`config.mk`:
```
export PLATFORM = sky130hd
export DESIGN_NAME = alu_mul_unit
export DESIGN_NICKNAME = d
export VERILOG_FILES = /design/src/rtl/alu_mul_unit.sv
export SDC_FILE = /design/constraint.sdc
export NUM_CORES = 2
export LEC_CHECK = 0
export ABC_AREA = 1
export ABC_CLOCK_PERIOD_IN_PS = 18500
export BUFFER_PORTS_ARGS = -buffer_cell sky130_fd_sc_hd__buf_2
export CORE_MARGIN = 2
export CORE_UTILIZATION = 30
export DETAILED_ROUTE_END_ITERATION = 12
export PLACE_DENSITY_LB_ADDON = 0.05
export RECOVER_POWER = 50
export SLEW_MARGIN = 0
export SYNTH_ARGS = -nofsm -noshare
export SYNTH_HDL_FRONTEND = slang
export SYNTH_SLANG_ARGS = --single-unit
```
`constraint.sdc`:
```
create_clock -name i_clk -period 18.5 [get_ports i_clk]
set_input_delay 0 -clock i_clk [delete_from_list [all_inputs] [get_ports i_clk]]
set_output_delay 0 -clock i_clk [all_outputs]
set_load 0.02 [all_outputs]
```
`src/rtl/alu_mul_unit.sv`:
```
// Dual-lane 18x18 signed multiply / multiply-add unit with per-lane 48-bit accumulators.
// Optional macro ALU_MUL_SATURATE_EN clamps 48-bit signed overflow instead of wrapping.
module alu_mul_unit (
    input  logic        i_clk,
    input  logic        i_reset,
    input  logic        i_cycle,
    input  logic        i_strobe,
    input  logic [8:0]  i_op,
    input  logic [17:0] i_al,
    input  logic [17:0] i_bl,
    input  logic [47:0] i_cl,
    input  logic [17:0] i_ar,
    input  logic [17:0] i_br,
    input  logic [47:0] i_cr,
    output logic        o_ack,
    output logic        o_stall,
    output logic [47:0] o_pl,
    output logic [47:0] o_pr
);

    typedef enum logic [1:0] {IDLE, MUL, ADD, ACK} state_t;

    state_t             r_state, w_next;
    logic [1:0]         r_op;
    logic [17:0]        r_al, r_bl, r_ar, r_br;
    logic [47:0]        r_cl, r_cr;
    logic [47:0]        r_prodl, r_prodr;
    logic [47:0]        r_pl, r_pr;
    logic               w_accept;
    logic signed [35:0] w_mull, w_mulr;
    logic [47:0]        w_resl, w_resr;
    logic               w_unused_op;

    // op[8:2] are reserved; folded into a deliberately unused net.
    assign w_unused_op = ^i_op[8:2];

    // 49-bit intermediate catches any single 48-bit signed overflow.
    function automatic logic [47:0] lane_res(input logic [1:0]  op,
                                             input logic [47:0] prod,
                                             input logic [47:0] c,
                                             input logic [47:0] prev);
        logic signed [48:0] p, cc, v, s;
        p  = {prod[47], prod};
        cc = {c[47], c};
        v  = {prev[47], prev};
        case (op)
            2'b00:   s = p;
            2'b01:   s = p + cc;
            2'b10:   s = cc - p;
            default: s = v + p;
        endcase
`ifdef ALU_MUL_SATURATE_EN
        if (s[48] != s[47])
            return s[48] ? 48'h8000_0000_0000 : 48'h7FFF_FFFF_FFFF;
`endif
        return s[47:0];
    endfunction

    assign o_stall  = (r_state == MUL) || (r_state == ADD);
    assign o_ack    = (r_state == ACK);
    assign o_pl     = r_pl;
    assign o_pr     = r_pr;
    assign w_accept = i_cycle & i_strobe & ~o_stall;
    assign w_mull   = $signed(r_al) * $signed(r_bl);
    assign w_mulr   = $signed(r_ar) * $signed(r_br);
    assign w_resl   = lane_res(r_op, r_prodl, r_cl, r_pl);
    assign w_resr   = lane_res(r_op, r_prodr, r_cr, r_pr);

    always_comb begin
        w_next = r_state;
        case (r_state)
            IDLE:    if (w_accept) w_next = MUL;
            MUL:     w_next = i_cycle ? ADD : IDLE;
            ADD:     w_next = i_cycle ? ACK : IDLE;
            ACK:     w_next = w_accept ? MUL : IDLE;
            default: w_next = IDLE;
        endcase
    end

    always_ff @(posedge i_clk or posedge i_reset) begin
        if (i_reset) begin
            r_state <= IDLE;
            r_op    <= '0;
            r_al    <= '0;
            r_bl    <= '0;
            r_ar    <= '0;
            r_br    <= '0;
            r_cl    <= '0;
            r_cr    <= '0;
            r_prodl <= '0;
            r_prodr <= '0;
            r_pl    <= '0;
            r_pr    <= '0;
        end else begin
            r_state <= w_next;
            if (w_accept) begin
                r_op <= i_op[1:0];
                r_al <= i_al;
                r_bl <= i_bl;
                r_ar <= i_ar;
                r_br <= i_br;
                r_cl <= i_cl;
                r_cr <= i_cr;
            end
            if (r_state == MUL) begin
                r_prodl <= {{12{w_mull[35]}}, w_mull};
                r_prodr <= {{12{w_mulr[35]}}, w_mulr};
            end
            // Aborted transactions (cycle dropped in ADD) leave the accumulators untouched.
            if (r_state == ADD && i_cycle) begin
                r_pl <= w_resl;
                r_pr <= w_resr;
            end
        end
    end

endmodule

```
==> flow_summary_export.csv <==
group,metric,value,unit
floorplanning,die_width,438,µm
run_status,violations,"max-capacitance violations, max-slew violations",
worst_setup_path,crit_end,"r_cr[44]",
sta,rsz0062_at_grt,"false",
floorplanning,core-area,187000,µm²
layout,syn_to_final_growth,13.2,%
place,numPortBuffers,271,
yosys,ys_seq_area_frac,0.151,
worst_setup_path,cp_max_fo,81,
yosys,syn-num-nets,9625,
grt,overflow,0,
route,route.antenna.remaining_nets,0,
route,drc,0,
sta,finalClockSkew,28.9,ps
place,dp_slack,11510,ps
worst_setup_path,path_class,"register to register",
layout,fin_nets,9930,
grt,grt_antenna_before_repair,2,
route,drt_iter0_markers,3473,
cts,cts_made_buffers,52,
cts,clockBufferDepth,3,
sta,fin_crit,8610,ps
yosys,synth_edf_count,0,
yosys,ys_types,60,
place,hpwlAfterDp,192000,µm
worst_setup_path,ff2ff_path_depth,8,
sta,slew_headroom,-1.68,
worst_hold_path,min_path_type,"primary input to register",
cts,cts_sinks,340,
sta,slew_viol_final,518,
floorplanning,start_util,0.301,
yosys,synth-simple-area-share,0.278,
yosys,synth_warnings,0,
sta,fmax,116,MHz
run_status,outcome,"complete, but fails checks",
sta,finalSetupTns,0,ps
worst_setup_path,critPathCaptureType,"register",
floorplanning,std_cell_rows,159,
cts,cts_tree,"built",
cts,clockRootBuffer,"clkbuf_16",
cts,cts_max_level,2,
worst_setup_path,startpoint,"r_state[0]",
grt,grt_pass1_vias,53657,
sta,fin_crit_sh,0.466,
route,routed_wl,232000,µm
route,post_drt_wl_per_cell,20.6,µm
flow_run,maxCapViolCount,9,
route,vias_per_cell,4.76,
layout,n_fill_cell,20828,
route,firstDrtPassIters,7,
yosys,synth_compound_gate_area_share,0.0958,
yosys,synthXorXnorAreaFrac,0.0208,
yosys,synth-adder-area-share,0.320,
floorplanning,die_area,192000,µm²
sta,setup_ws,9890,ps
worst_setup_path,reg2reg_to,"r_cr[44]",
layout,final_common_cell,"nand2_1",
yosys,synth.mux.area_fraction,0,
floorplanning,die_y,438,µm
yosys,synth_area_per_cell,6.72,µm²
worst_setup_path,reg2reg_from,"r_state[0]",
layout,drive_gt1_frac,0.0528,
yosys,synthArstFlopShare,1.00,
cts,insertion_delay,700,ps
sta,hold_viol_final,0,
yosys,synth_top_family_by_area,"adder cells",
yosys,netlist_instances,8398,
grt,grt_usage,0.240,
yosys,ys.flop_type,"dfrtp_1",
yosys,synth-seq-cells,340,
yosys,synth_area,56500,µm²
worst_setup_path,required,19060,ps
worst_setup_path,cp-start-kind,"register",
worst_setup_path,critPathArrivalTime,9170,ps
layout,final_cell_mix,"nand2_1, inv_1, fa_1",
grt,grt_max_degree,82,
sta,tightest_slew,4000,ps
floorplanning,num_io_pins,279,
place,gp_routability_congestion,0.930,
cts,path_clk_slew,60,ps
grt,grt_pass1_wl,348000,µm
worst_setup_path,r2r_slack,9890,ps
route,vias,53494,
sta,setup_viol,0,
-- state kept, by name, summed over array words and instances (netlist names), 18 cells and up --
register  flops
r_bl         18
r_prodl      36
r_cl         48
r_ar         18
o_pr         48
o_pl         48
r_cr         48
r_br         18
r_prodr      36
r_al         18
-- cells by family after synthesis --
| group | after synthesis |
|---|---|
| compound gates | 979 |
| xor+xnor | 134 |
| simple gates | 3873 |
| flops | 340 |
| buf+inv | 2026 |
| fa+ha+maj | 1046 |
-- what timing repair did --
action                                 4_1_cts  5_1_grt
resized for setup                            0        0
endpoints found under the hold margin      253        0
setup buffers                                0        0
hold buffers                               188        0
setup endpoints to repair                    0        0
-- worst min path at each step --
stage	endpoint	depth (start not counted)	start	slack (ps)
floorplan	r_cl[10]	2	i_cl[10]	120
global placement	r_cr[16]	2	i_reset	130
detailed placement	r_cr[16]	2	i_reset	130
CTS	r_ar[5]	4	i_ar[5]	0.4
global route	r_bl[6]	4	i_bl[6]	40
finish	r_cl[23]	4	i_cl[23]	50
-- synthesized netlist by cell type, types with 11 or more instances --
cell	n	area [µm²]
o22ai_1	14	87.6
nor4_1	11	68.8
or2_2	18	113
a21oi_1	416	2080
o211ai_1	14	105
nand4_1	80	500
buf_1	50	188
nor2_2	24	150
xnor2_1	40	350
nand2_2	22	138
clkbuf_1	206	773
xor2_1	94	823
o21ai_0	299	1500
o21bai_1	58	435
a21o_1	22	165
a31oi_1	37	231
o31ai_1	12	90.1
inv_2	30	113
o21ai_1	65	325
inv_1	1726	6480
ha_1	384	4800
nand2_1	2638	9900
nor3_1	45	225
fa_1	662	13300
nand3_1	353	1770
dfrtp_1	340	8510
nor2_1	627	2350
-- routing by layer --
| metal | routed length (µm) | global-route usage | up-vias |
|---|---|---|---|
| met5 | 0 | 0 | - |
| met4 | 4130 | 0.0422 | 0 |
| met3 | 8870 | 0.0215 | 163 |
| met2 | 107000 | 0.396 | 1012 |
| met1 | 111000 | 0.343 | 26197 |
| li1 | - | - | 26122 |
-- critical path: stages (launching register included) --
cell,delay [ps]
dfrtp_1,370
inv_1,90
ha_1,350
nor3_4,180
clkbuf_1,2120
clkinvlp_2,3760
buf_4,1170
nand2_1,190
nand2_1,80
-- layout make-up --
class / instances / area, µm² / area share
Clock buffer: 69 / 1490 / 0.0233
Multi-Input combinational cell: 6032 / 40400 / 0.631
Clock inverter: 29 / 305 / 0.00477
Antenna cell: 2 / 5.00 / 0.0000783
Sequential cell: 340 / 8510 / 0.133
Inverter: 1760 / 6610 / 0.103
Tap cell: 2495 / 3120 / 0.0488
Timing Repair Buffer: 517 / 3530 / 0.0552
-- stage by stage --
stage	hold WS (ps)	area [µm²]	util	std cells
floorplan	117	56500	-	8398
global placement	129	60400	0.322	10956
detailed placement	134	60400	0.322	10956
CTS	0.412	64100	0.342	11242
global route	40.8	63900	0.341	11243
finish	51.6	63900	0.341	11244
Power is not shown: default switching activity piles up to over one toggle a cycle in this logic, so the estimate is an artifact.
